## config.mk

```make
export PLATFORM = sky130hd
export DESIGN_NAME = uart_tx_arbiter
export DESIGN_NICKNAME = d
export VERILOG_FILES = /design/src/rtl/uart_pkg.sv /design/src/rtl/rr_picker.sv /design/src/rtl/uart_tx_arbiter.sv
export SDC_FILE = /design/constraint.sdc
export NUM_CORES = 1
export LEC_CHECK = 0
export BUFFER_PORTS_ARGS = -buffer_cell sky130_fd_sc_hd__buf_2
export CORE_MARGIN = 4
export CORE_UTILIZATION = 25
export DETAILED_ROUTE_END_ITERATION = 10
export HOLD_SLACK_MARGIN = 0.06
export PLACE_DENSITY = 0.52
export SETUP_SLACK_MARGIN = 0.3
export SLEW_MARGIN = 20
export SYNTH_ARGS = -nofsm -noshare
export SYNTH_HDL_FRONTEND = slang
export SYNTH_SLANG_ARGS = --single-unit
```

## constraint.sdc

```tcl
create_clock -name clk -period 6.05 [get_ports clk]
set_input_delay 0.9075 -clock clk [delete_from_list [all_inputs] [get_ports clk]]
set_output_delay 0.9075 -clock clk [all_outputs]
set_load 0.05 [all_outputs]
```

## src/rtl/uart_pkg.sv

```systemverilog
// rtl/uart_pkg.sv - shared types and width helpers for the UART transmit arbiter
package uart_pkg;

    localparam int UART_DATA_WIDTH = 8;

    typedef enum logic [1:0] {
        IDLE      = 2'd0,
        START     = 2'd1,
        WAIT_DONE = 2'd2
    } arb_state_t;

    function automatic int idx_width(input int n);
        return (n < 2) ? 1 : $clog2(n);
    endfunction

endpackage

```

## src/rtl/rr_picker.sv

```systemverilog
// rtl/rr_picker.sv - combinational round-robin pick: first set req bit after ptr, with wrap-around
module rr_picker #(
    parameter int NUM_REQ = 4,
    parameter int IDX_W   = 2
) (
    input  logic [NUM_REQ-1:0] req,
    input  logic [IDX_W-1:0]   ptr,
    output logic [NUM_REQ-1:0] pick,
    output logic [IDX_W-1:0]   idx,
    output logic               valid
);

    logic [NUM_REQ-1:0] rot;
    logic [IDX_W-1:0]   off;
    logic [IDX_W:0]     sum;

    always_comb begin
        // Rotate so bit 0 is the requester just after ptr; lowest set bit wins.
        rot = NUM_REQ'({req, req} >> ({1'b0, ptr} + (IDX_W+1)'(1)));
        off = '0;
        for (int i = NUM_REQ - 1; i >= 0; i--) begin
            if (rot[i]) off = IDX_W'(i);
        end
        sum = {1'b0, ptr} + {1'b0, off} + (IDX_W+1)'(1);
        if (sum >= (IDX_W+1)'(NUM_REQ)) sum = sum - (IDX_W+1)'(NUM_REQ);
        valid = |req;
        idx   = sum[IDX_W-1:0];
        pick  = valid ? (NUM_REQ'(1) << idx) : '0;
    end

endmodule

```

## src/rtl/uart_tx_arbiter.sv

```systemverilog
// rtl/uart_tx_arbiter.sv - round-robin share of one uart_tx between NUM_REQ byte requesters
// Optional WAIT_DONE abort counter enabled by macro UART_ARB_TIMEOUT_EN.
module uart_tx_arbiter
    import uart_pkg::*;
#(
    parameter int DATA_WIDTH     = UART_DATA_WIDTH,
    parameter int NUM_REQ        = 4,
    parameter int TIMEOUT_CYCLES = 2_000_000
) (
    input  logic                            clk,
    input  logic                            reset,
    input  logic [NUM_REQ-1:0]              i_req,
    input  logic [NUM_REQ*DATA_WIDTH-1:0]   i_data,
    output logic [NUM_REQ-1:0]              o_grant,
    output logic                            o_tx_start,
    output logic [DATA_WIDTH-1:0]           o_tx_data,
    input  logic                            i_tx_done,
    output logic                            o_busy,
    output logic [idx_width(NUM_REQ)-1:0]   o_grant_id,
    output logic                            o_timeout
);

    localparam int IDX_W = idx_width(NUM_REQ);

    if (NUM_REQ < 2 || NUM_REQ > 8 || TIMEOUT_CYCLES < 1) begin : g_param_check
        $error("uart_tx_arbiter: NUM_REQ must be 2..8 and TIMEOUT_CYCLES >= 1");
    end

    arb_state_t             state, state_next;
    logic [IDX_W-1:0]       ptr, ptr_next, grant_id_next;
    logic [NUM_REQ-1:0]     grant_next, pick;
    logic [IDX_W-1:0]       pick_idx;
    logic                   pick_valid;
    logic                   start_next;
    logic [DATA_WIDTH-1:0]  data_next;

`ifdef UART_ARB_TIMEOUT_EN
    localparam int CNT_W = $clog2(TIMEOUT_CYCLES + 1);
    logic [CNT_W-1:0]       cnt, cnt_next;
    logic                   timeout_q, timeout_next;
`endif

    rr_picker #(
        .NUM_REQ (NUM_REQ),
        .IDX_W   (IDX_W)
    ) u_picker (
        .req   (i_req),
        .ptr   (ptr),
        .pick  (pick),
        .idx   (pick_idx),
        .valid (pick_valid)
    );

    always_comb begin
        state_next    = state;
        ptr_next      = ptr;
        grant_id_next = o_grant_id;
        grant_next    = '0;
        start_next    = 1'b0;
        data_next     = o_tx_data;
`ifdef UART_ARB_TIMEOUT_EN
        cnt_next      = cnt;
        timeout_next  = 1'b0;
`endif
        case (state)
            IDLE: begin
                if (pick_valid) begin
                    state_next    = START;
                    ptr_next      = pick_idx;
                    grant_id_next = pick_idx;
                    grant_next    = pick;
                    data_next     = i_data[pick_idx*DATA_WIDTH +: DATA_WIDTH];
                end
            end
            START: begin
                state_next = WAIT_DONE;
                start_next = 1'b1;
`ifdef UART_ARB_TIMEOUT_EN
                cnt_next   = '0;
`endif
            end
            WAIT_DONE: begin
                // Done has priority over a timeout landing on the same cycle.
                if (i_tx_done) begin
                    state_next = IDLE;
                end
`ifdef UART_ARB_TIMEOUT_EN
                else if (cnt == CNT_W'(TIMEOUT_CYCLES - 1)) begin
                    state_next   = IDLE;
                    timeout_next = 1'b1;
                end else begin
                    cnt_next = cnt + CNT_W'(1);
                end
`endif
            end
            default: state_next = IDLE;
        endcase
    end

    always_ff @(posedge clk or negedge reset) begin
        if (!reset) begin
            state      <= IDLE;
            ptr        <= IDX_W'(NUM_REQ - 1);
            o_grant    <= '0;
            o_tx_start <= 1'b0;
            o_tx_data  <= '0;
            o_busy     <= 1'b0;
            o_grant_id <= '0;
`ifdef UART_ARB_TIMEOUT_EN
            cnt        <= '0;
            timeout_q  <= 1'b0;
`endif
        end else begin
            state      <= state_next;
            ptr        <= ptr_next;
            o_grant    <= grant_next;
            o_tx_start <= start_next;
            o_tx_data  <= data_next;
            o_busy     <= (state_next != IDLE);
            o_grant_id <= grant_id_next;
`ifdef UART_ARB_TIMEOUT_EN
            cnt        <= cnt_next;
            timeout_q  <= timeout_next;
`endif
        end
    end

`ifdef UART_ARB_TIMEOUT_EN
    assign o_timeout = timeout_q;
`else
    assign o_timeout = 1'b0;
`endif

endmodule

```

* After elaboration in Yosys (flattened, before gate mapping) *
Index checks and enable logic that the tools add are counted.

cells by class
  bitwise gates (word level) = 0
  equality and inequality tests = 2
  multiplexer cells = 11
  $lt $le $gt $ge = 1
  add/sub/neg operators = 4
  reduce and logical (&&, ||, !) cells = 4
  $mul = 0
  shift-type cells = 3
  divide/modulo/power cells = 0

operators with widths
  operator             number
  $shiftx 32x6->8      1
  $mux 2               7
  $mux 4               2
  $shr 8x3->4          1
  $pmux 2 s3           1
  $reduce_or 4->1      1
  $shl 1x2->4 const A  1
  $add 2x1->3 const B  1
  $add 2x2->3          1
  $add 3x1->3 const B  1
  $ge 3x3->1 const B   1
  $eq 2x1->1 const B   1
  $eq 2x2->1 const B   1
  $logic_not 2->1      1
  $reduce_and 2->1     1
  $reduce_bool 2->1    1
  $sub 2x1->2 const B  1
  $mux 1               1

word-level totals
  flip-flop bits (word level) = 20
  output and inout port bits = 17
  bits in writable memories = 0
  bits in latches = 0
  memories = 0
  word-level logic and storage cells = 32
  input port bits = 39
  bits in read-only memories = 0

* Depth between registers and ports, before layout *
Gate-level depths: netlist of run 1.

  depth after elaboration = 13
  mapped depth = 13
  depth with buffers taken out = 11

* Cells and area by module *
Synthesis of run 1 repeated with hierarchy kept, for this count alone.

second synthesis, totals
  cell total of the unflattened synthesis = 94
  area total of the unflattened synthesis = 1199.9 um2

modules (own cells, without submodules)
  module           area an instance (um2)  cells each  instances  sequential area each (um2)
  uart_tx_arbiter  952.2                   55          1          503.0
  rr_picker        247.7                   39          1          0.0

* Worst setup path before layout of run 1 *
Ideal clock, no wire load.

  kind = in2reg
  from = input i_req[2]
  to = register o_tx_data[0]
  arrival time = 2699 ps
  library setup time = 104 ps
  stages on the path = 11
  slack = 3247 ps
  buffers on the path = 2
  cell sequence = nor2b_1 > a21oi_1 > o2bb2ai_1 > o21ai_0 > ha_1 > nor2b_1 > clkbuf_1 > or2_2 > xor2_4 > buf_6 > o311ai_1

on the way
  word-level cells in the longest chain between the ends = 10
  elaborated cells on any way between the ends = 13

ends and longest elaborated chain
  what                                              RTL line                text
  start: declaration                                uart_tx_arbiter.sv:12   input logic [NUM_REQ-1:0] i_req,
  $shr 8x3->4                                       rr_picker.sv:19         rot = NUM_REQ'({req, req} >> ({1'b0, ptr} + (IDX_W+1)'(1)));
  $mux 2 (4 in a row)                               rr_picker.sv:22         if (rot[i]) off = IDX_W'(i);
  $add 2x2->3                                       rr_picker.sv:24         sum = {1'b0, ptr} + {1'b0, off} + (IDX_W+1)'(1);
  $add 3x1->3                                       rr_picker.sv:24
  $ge 3x3->1 / $sub 2x1->2 (equally long branches)  rr_picker.sv:25         if (sum >= (IDX_W+1)'(NUM_REQ)) sum = sum - (IDX_W+1)'(NUM_REQ);
  $mux 2                                            rr_picker.sv:25
  $shiftx 32x6->8                                   uart_tx_arbiter.sv:72   data_next = i_data[pick_idx*DATA_WIDTH +: DATA_WIDTH];
  end signal: assignment                            uart_tx_arbiter.sv:118  o_tx_data <= data_next;
  end: declaration                                  uart_tx_arbiter.sv:16   output logic [DATA_WIDTH-1:0] o_tx_data,

Parallel ways exist; a longest one is shown, timed or not.
A chain may end at the register's enable or synchronous reset.

* Worst setup path in the final report of run 1 *
  from = input i_req[1]
  to = register o_tx_data[7]

The elaborated chain is that of the path after synthesis.

==> run metrics, run 1 <==
vias in the first global route 1019; Yosys warning count 0; # resized after CTS 0; final setup violation count 0; PD cells 613 mW/mm2; CTS Buf Count 3; leakage 0.799 nW; commonest non-fill, non-tap cell in the layout buf_2; fmax 319 MHz; DRT Wirelength 3.14 mm; fraction of layout cells with a size suffix above 1 between 30% and 40%; worst slew pin tran 1.04 ns; worst vdd ir 0.163 mV; Tot GR Track Use 9.75%; Die Height 79.9 um; Clock Tree Buf Depth 2; GRT overflow 0; Netlist Area Pre-Place 0.00129 mm2; Seq/Total Area, Yosys between 30% and 40%; post-route cell area 0.00164 mm2; Setup TNS 0 ns; ranking of synthesized cells by area dfrtp_1 (35%), mux2i_1 (12%), o311ai_0 (7.5%), dfstp_2 (4.1%), nand2_1 (3.8%); Post-DRT Antenna Nets 0; first-pass detailed-route iteration total 4; Max-cap violations 0; Critical Path RT roughly 6 ns; Starting Density 26.5%; commonest non-fill, non-tap cells in the layout buf_2 (54), dfrtp_1 (18), mux2i_1 (16), nand2_1 (13), o311ai_0 (11); crit path kind input port to flop; Starting DRT DRC Count 44; Fin. Hold Viols 0; fin. max-slew vios 0; later-pin clock latency in the skew report 0.25 ns; first-pass GRT wire length 4.94 mm; average routed wire per standard cell 12.8 um; DRC 0; Vias 1118; Synth cell types 37; WHS Path Cells 1; worst-case clock skew a little under 0.004 ns; core area 0.00488 mm2; status finished, final reports clean; max_slew headroom 30.7%; Die Footprint 0.00638 mm2; CTS sink count 20; crit path DAT ~3.2 ns; Final #Nets 221; DR vias/cell roughly 4.5; diode count 0; cts hold-fix bufs 0; Syn Inst Count 132; Area Growth Syn to Fin 26.8%; post-DP HPWL 2.46 mm; Post-Syn Nets 173; DP Area ~0.0016 mm2; # rows 25; IO Pins 56; I/O Buffers 54; count of state elements after synthesis 20; clk slew on worst S/H paths 0.07 ns; die width ~80 um; final worst path period share between 50 and 60%; r2r worst-path depth 10; Yosys top cell by area dfrtp_1; CP Max Fanout 19; Crit. End Element flop; setup repair bufs after CTS 0; RSZ-0062 raised after global routing false; TritonCTS clock tree done; CTS Root Buffer Type clkbuf_8; largest net degree at the start of global routing 35; htree depth 1; CP Launch Type input port; Hold Path Class flop to flop; Placer Congestion 0.774; Syn Area/Cell 9.79 um2; antenna violations before repair 0; min cycle time layout 3.13 ns; share of the synthesized area in the top cell type 34.8%
## area by class of cell
| class | count | area [um2] |
|---|---|---|
| multi-input combinational | 98 | 716 |
| clock buffer | 4 | 55.1 |
| timing repair buffer | 54 | 270 |
| sequential | 20 | 503 |
| inverter | 3 | 11.3 |
| tap | 67 | 83.8 |
| fill | 538 | 3240 |
## layer usage
metal	part of all wire (%)	vias to the layer above	GRT usage, %
li1	-	575	-
met3	10	4	2.71
met5	0	-	0
met1	50	498	14.7
met4	1.1	0	3.55
met2	39	41	12.9
## state kept, by name (all words and copies together) (netlist names)
name        cells
o_busy          1
o_grant         4
o_grant_id      2
o_tx_data       8
o_tx_start      1
ptr             2
state           2
## Yosys cell counts, drive strengths merged
library cell / number
dfrtp: 18
ha: 2
nor2b: 5
nand2b: 3
conb: 1
nor4: 1
inv: 3
or3: 3
nor3b: 1
nor2: 10
xnor2: 1
nor3: 1
a21o: 1
clkbuf: 6
o211ai: 1
o31ai: 2
a21boi: 1
xor2: 1
o21ai: 3
and3: 1
buf: 5
a21oi: 5
a211oi: 1
or2: 1
o311ai: 16
nand3b: 3
dfstp: 2
nand2: 13
or4: 1
o2bb2ai: 1
mux2i: 16
or3b: 3
## where the power goes
group          switching, W  internal, W
Combinational      0.000438     0.000226
Sequential        0.0000379     0.000203
Clock             0.0000410    0.0000578
Total              0.000517     0.000487
## cells by family (layout without fill, tap and decap cells)
group | Yosys count | count (layout) | synth area share (%)
fa+ha+maj | 2 | 2 | 1.94
simple gates | 46 | 46 | 19.2
compound gates | 31 | 31 | 18.8
flops | 20 | 20 | 38.9
mux | 16 | 16 | 12.4
buf+inv | 14 | 61 | 5.71
other cells | 1 | 1 | 0.290
xor+xnor | 2 | 2 | 2.81
## worst max-delay path, cell delays in order
cell and delay, ns:
buf_2 0.16, nor2b_1 0.15, a21oi_1 0.05, o211ai_1 0.15
o21ai_0 0.14, ha_1 0.93, mux2i_1 0.30, nor2_1 0.06
o311ai_0 0.15, o311ai_0 0.21
## through the flow
step / utilization [%] / hold WS, ns / power, W / cells / worst slack [ns]
5_1_grt: 33.6 / 0.488 / 0.00109 / 246 / 2.68
2_1_floorplan: - / 0.432 / 0.000794 / 132 / 3.25
3_5_place_dp: 32.5 / 0.464 / 0.000919 / 242 / 2.62
6_report: 33.6 / 0.467 / 0.00100 / 246 / 2.92
3_3_place_gp: 32.5 / 0.446 / 0.000911 / 242 / 2.71
4_1_cts: 33.6 / 0.469 / 0.00102 / 246 / 2.88
## path summary, 6_finish.rpt
| path | start | end | slack, ns |
|---|---|---|---|
| setup / recovery | i_req[1] | o_tx_data[7]$_DFFE_PN0P_ | 2.92 |
| hold / removal | state[1]$_DFF_PN0_ | o_tx_start$_DFF_PN0_ | 0.47 |
| setup reg to reg | ptr[1]$_DFFE_PN1P_ | o_tx_data[7]$_DFFE_PN0P_ | 3.09 |
| hold reg to reg | state[1]$_DFF_PN0_ | o_tx_start$_DFF_PN0_ | 0.47 |
| max in group asynchronous | reset | ptr[1]$_DFFE_PN1P_ | 5.13 |
| min in group asynchronous | reset | o_busy$_DFF_PN0_ | 0.58 |
No activity file was read; power rests on OpenSTA's default activity.
==> run 2: changes to the inputs <==
--- a/config.mk
+++ b/config.mk
@@ -10,7 +10,7 @@
 export CORE_UTILIZATION = 25
 export DETAILED_ROUTE_END_ITERATION = 10
 export HOLD_SLACK_MARGIN = 0.06
-export PLACE_DENSITY = 0.52
+export PLACE_DENSITY = 0.53
 export SETUP_SLACK_MARGIN = 0.3
 export SLEW_MARGIN = 20
 export SYNTH_ARGS = -nofsm -noshare
==> constraint.sdc (replaced) <==
create_clock -name clk -period 2.69 [get_ports clk]
set_input_delay 0.4035 -clock clk [delete_from_list [all_inputs] [get_ports clk]]
set_output_delay 0.4035 -clock clk [all_outputs]
set_load 0.05 [all_outputs]
==> run 2 against run 1 <==
Total power grew to 2.9 times the previous value; first-iteration DRC count shrank 30%; register-to-register slack lost 2.7 ns; final area grew 16%; worst hold slack lost 0.38 ns; largest power group unchanged; wire length grew 10%; clock skew shrank 0.00059 ns; die area is the same; sequential share of layout area shrank 4.2 points.
==> run metrics, run 2 (synthesis results as in run 1) <==
status finished, final reports clean; fin. max-slew vios 0; leakage 0.899 nW; clk slew on worst S/H paths 0.08 ns; R2R setup slack 0.38 ns; DR vias/cell 4.66; min cycle time layout 2.31 ns; Setup TNS 0 ns; diode count 0; Critical R2R Capture o_tx_data[7]$_DFFE_PN0P_; Max-cap violations 0; fraction of layout cells with a size suffix above 1 50.8%; DRC 0; first-pass detailed-route iteration total 4; crit path kind flop to flop; post-route cell area 0.00190 mm2; max reg flops 8; htree depth 1; Crit. End Element flop; final worst path period share 85.8%; Clock Tree Buf Depth 2; TritonCTS clock tree done; cts hold-fix bufs 0; CTS sink count 20; Placer Congestion 0.711; final worst slack 0.383 ns; vias in the first global route 1165; later-pin clock latency in the skew report 0.26 ns; r2r worst-path depth 11; Final #Nets 233; Tot GR Track Use 10.8%; Post-Place Cells ~240; largest net degree at the start of global routing 21; post-route insts no fill 258; fmax roughly 430 MHz; # rows 25; antenna violations before repair 0; DP Area roughly 0.0016 mm2; CP Max Fanout 5; largest reg by FF count o_tx_data; crit path DAT 2.47 ns; PD cells 1520 mW/mm2; post-DP HPWL 2.44 mm; RSZ-0062 raised after global routing false; Area Growth Syn to Fin 47.0%; worst-case clock skew 0.00326 ns; worst vdd ir 0.522 mV; CP Launch Type flop; Hold Path Class input port to asynchronous set/reset pin; commonest non-fill, non-tap cells in the layout buf_2 (54), dfrtp_1 (18), mux2i_1 (16), nand2_1 (13), buf_4 (11); Starting DRT DRC Count 31; core area 0.00488 mm2; Starting Density 26.5%; Critical Path RT 2.85 ns; IO Pins 56; Die Height about 80 um; Fin. Hold Viols 0; CTS Buf Count 3; worst slew pin tran 0.637 ns; Filler cells 496; footprint of the multi-input gates 867 um2; first-pass GRT wire length 5.47 mm; hold_ws 0.0874 ns; final setup violation count 0; average routed wire per standard cell 13.4 um; DRT Wirelength ~3.5 mm; Post-DRT Antenna Nets 0; dpl ws 0.0316 ns; max_slew headroom 57.5%; Regs by FF count o_tx_data: 8 flops, o_grant: 4 flops; I/O Buffers 54; GRT overflow 0; reg2reg start ptr[1]$_DFFE_PN1P_; die width 79.9 um; Die Footprint 0.00638 mm2; CTS Root Buffer Type clkbuf_8; Vias about 1200; sequential cell area 503 um2; commonest non-fill, non-tap cell in the layout buf_2
[run 2: report_power, final]
| group | total (W) | switching (W) | internal, W |
|---|---|---|---|
| Clock | 0.000302 | 0.000103 | 0.000199 |
| Sequential | 0.000533 | 0.0000775 | 0.000456 |
| Combinational | 0.00206 | 0.00123 | 0.000835 |
| Total | 0.00290 | 0.00141 | 0.00149 |
[run 2: area by class of cell]
type | instances | area share (%)
Clock inverter | 1 | 1.58
Tap cell | 67 | 4.41
Clock buffer | 3 | 2.17
Timing Repair Buffer | 66 | 19.2
Inverter | 3 | 0.592
Multi-Input combinational cell | 98 | 45.6
Sequential cell | 20 | 26.5
[run 2: worst max-delay path, cell delays in order (launching register included)]
cell      delay (ns)
dfstp_2         0.58
buf_4           0.11
nand2_1         0.06
a21oi_2         0.14
o211ai_1        0.10
o21ai_2         0.11
ha_4            0.19
nor2b_4         0.05
or2_4           0.28
xor2_4          0.16
buf_4           0.16
o311ai_2        0.25
[run 2: worst max path at each step]
stage                     cells after the start                from  slack, ns                        to
after CTS                                    11  ptr[1]$_DFFE_PN1P_       0.31  o_tx_data[3]$_DFFE_PN0P_
after floorplan                              11  ptr[1]$_DFFE_PN1P_       0.35  o_tx_data[4]$_DFFE_PN0P_
final                                        11  ptr[1]$_DFFE_PN1P_       0.38  o_tx_data[7]$_DFFE_PN0P_
after global routing                         11  ptr[1]$_DFFE_PN1P_       0.26  o_tx_data[7]$_DFFE_PN0P_
after global placement                       10            i_req[2]       0.11  o_tx_data[4]$_DFFE_PN0P_
after detailed placement                     11            i_req[2]       0.03  o_tx_data[2]$_DFFE_PN0P_
[run 2: per-stage QoR]
step | utilization, % | total power, W
3_5_place_dp | 32.9 | 0.00211
4_1_cts | 35.6 | 0.00257
3_3_place_gp | 32.9 | 0.00210
6_report | 38.9 | 0.00290
5_1_grt | 38.9 | 0.00309
2_1_floorplan | - | 0.00180
[run 2: routing by layer]
| metal | global-route usage [%] | share of wire (%) |
|---|---|---|
| met2 | 16.3 | 48 |
| met3 | 3.50 | 7.4 |
| met4 | 2.03 | 0.49 |
| met5 | 0 | 0 |
| met1 | 15.0 | 45 |
[run 2: timing repair]
| item | in CTS | in global routing |
|---|---|---|
| setup buffers | 5 | 5 |
| gates cloned | 0 | 0 |
| setup endpoints to repair | 13 | 13 |
| gates resized for setup | 14 | 21 |
| pin swaps | 1 | 5 |
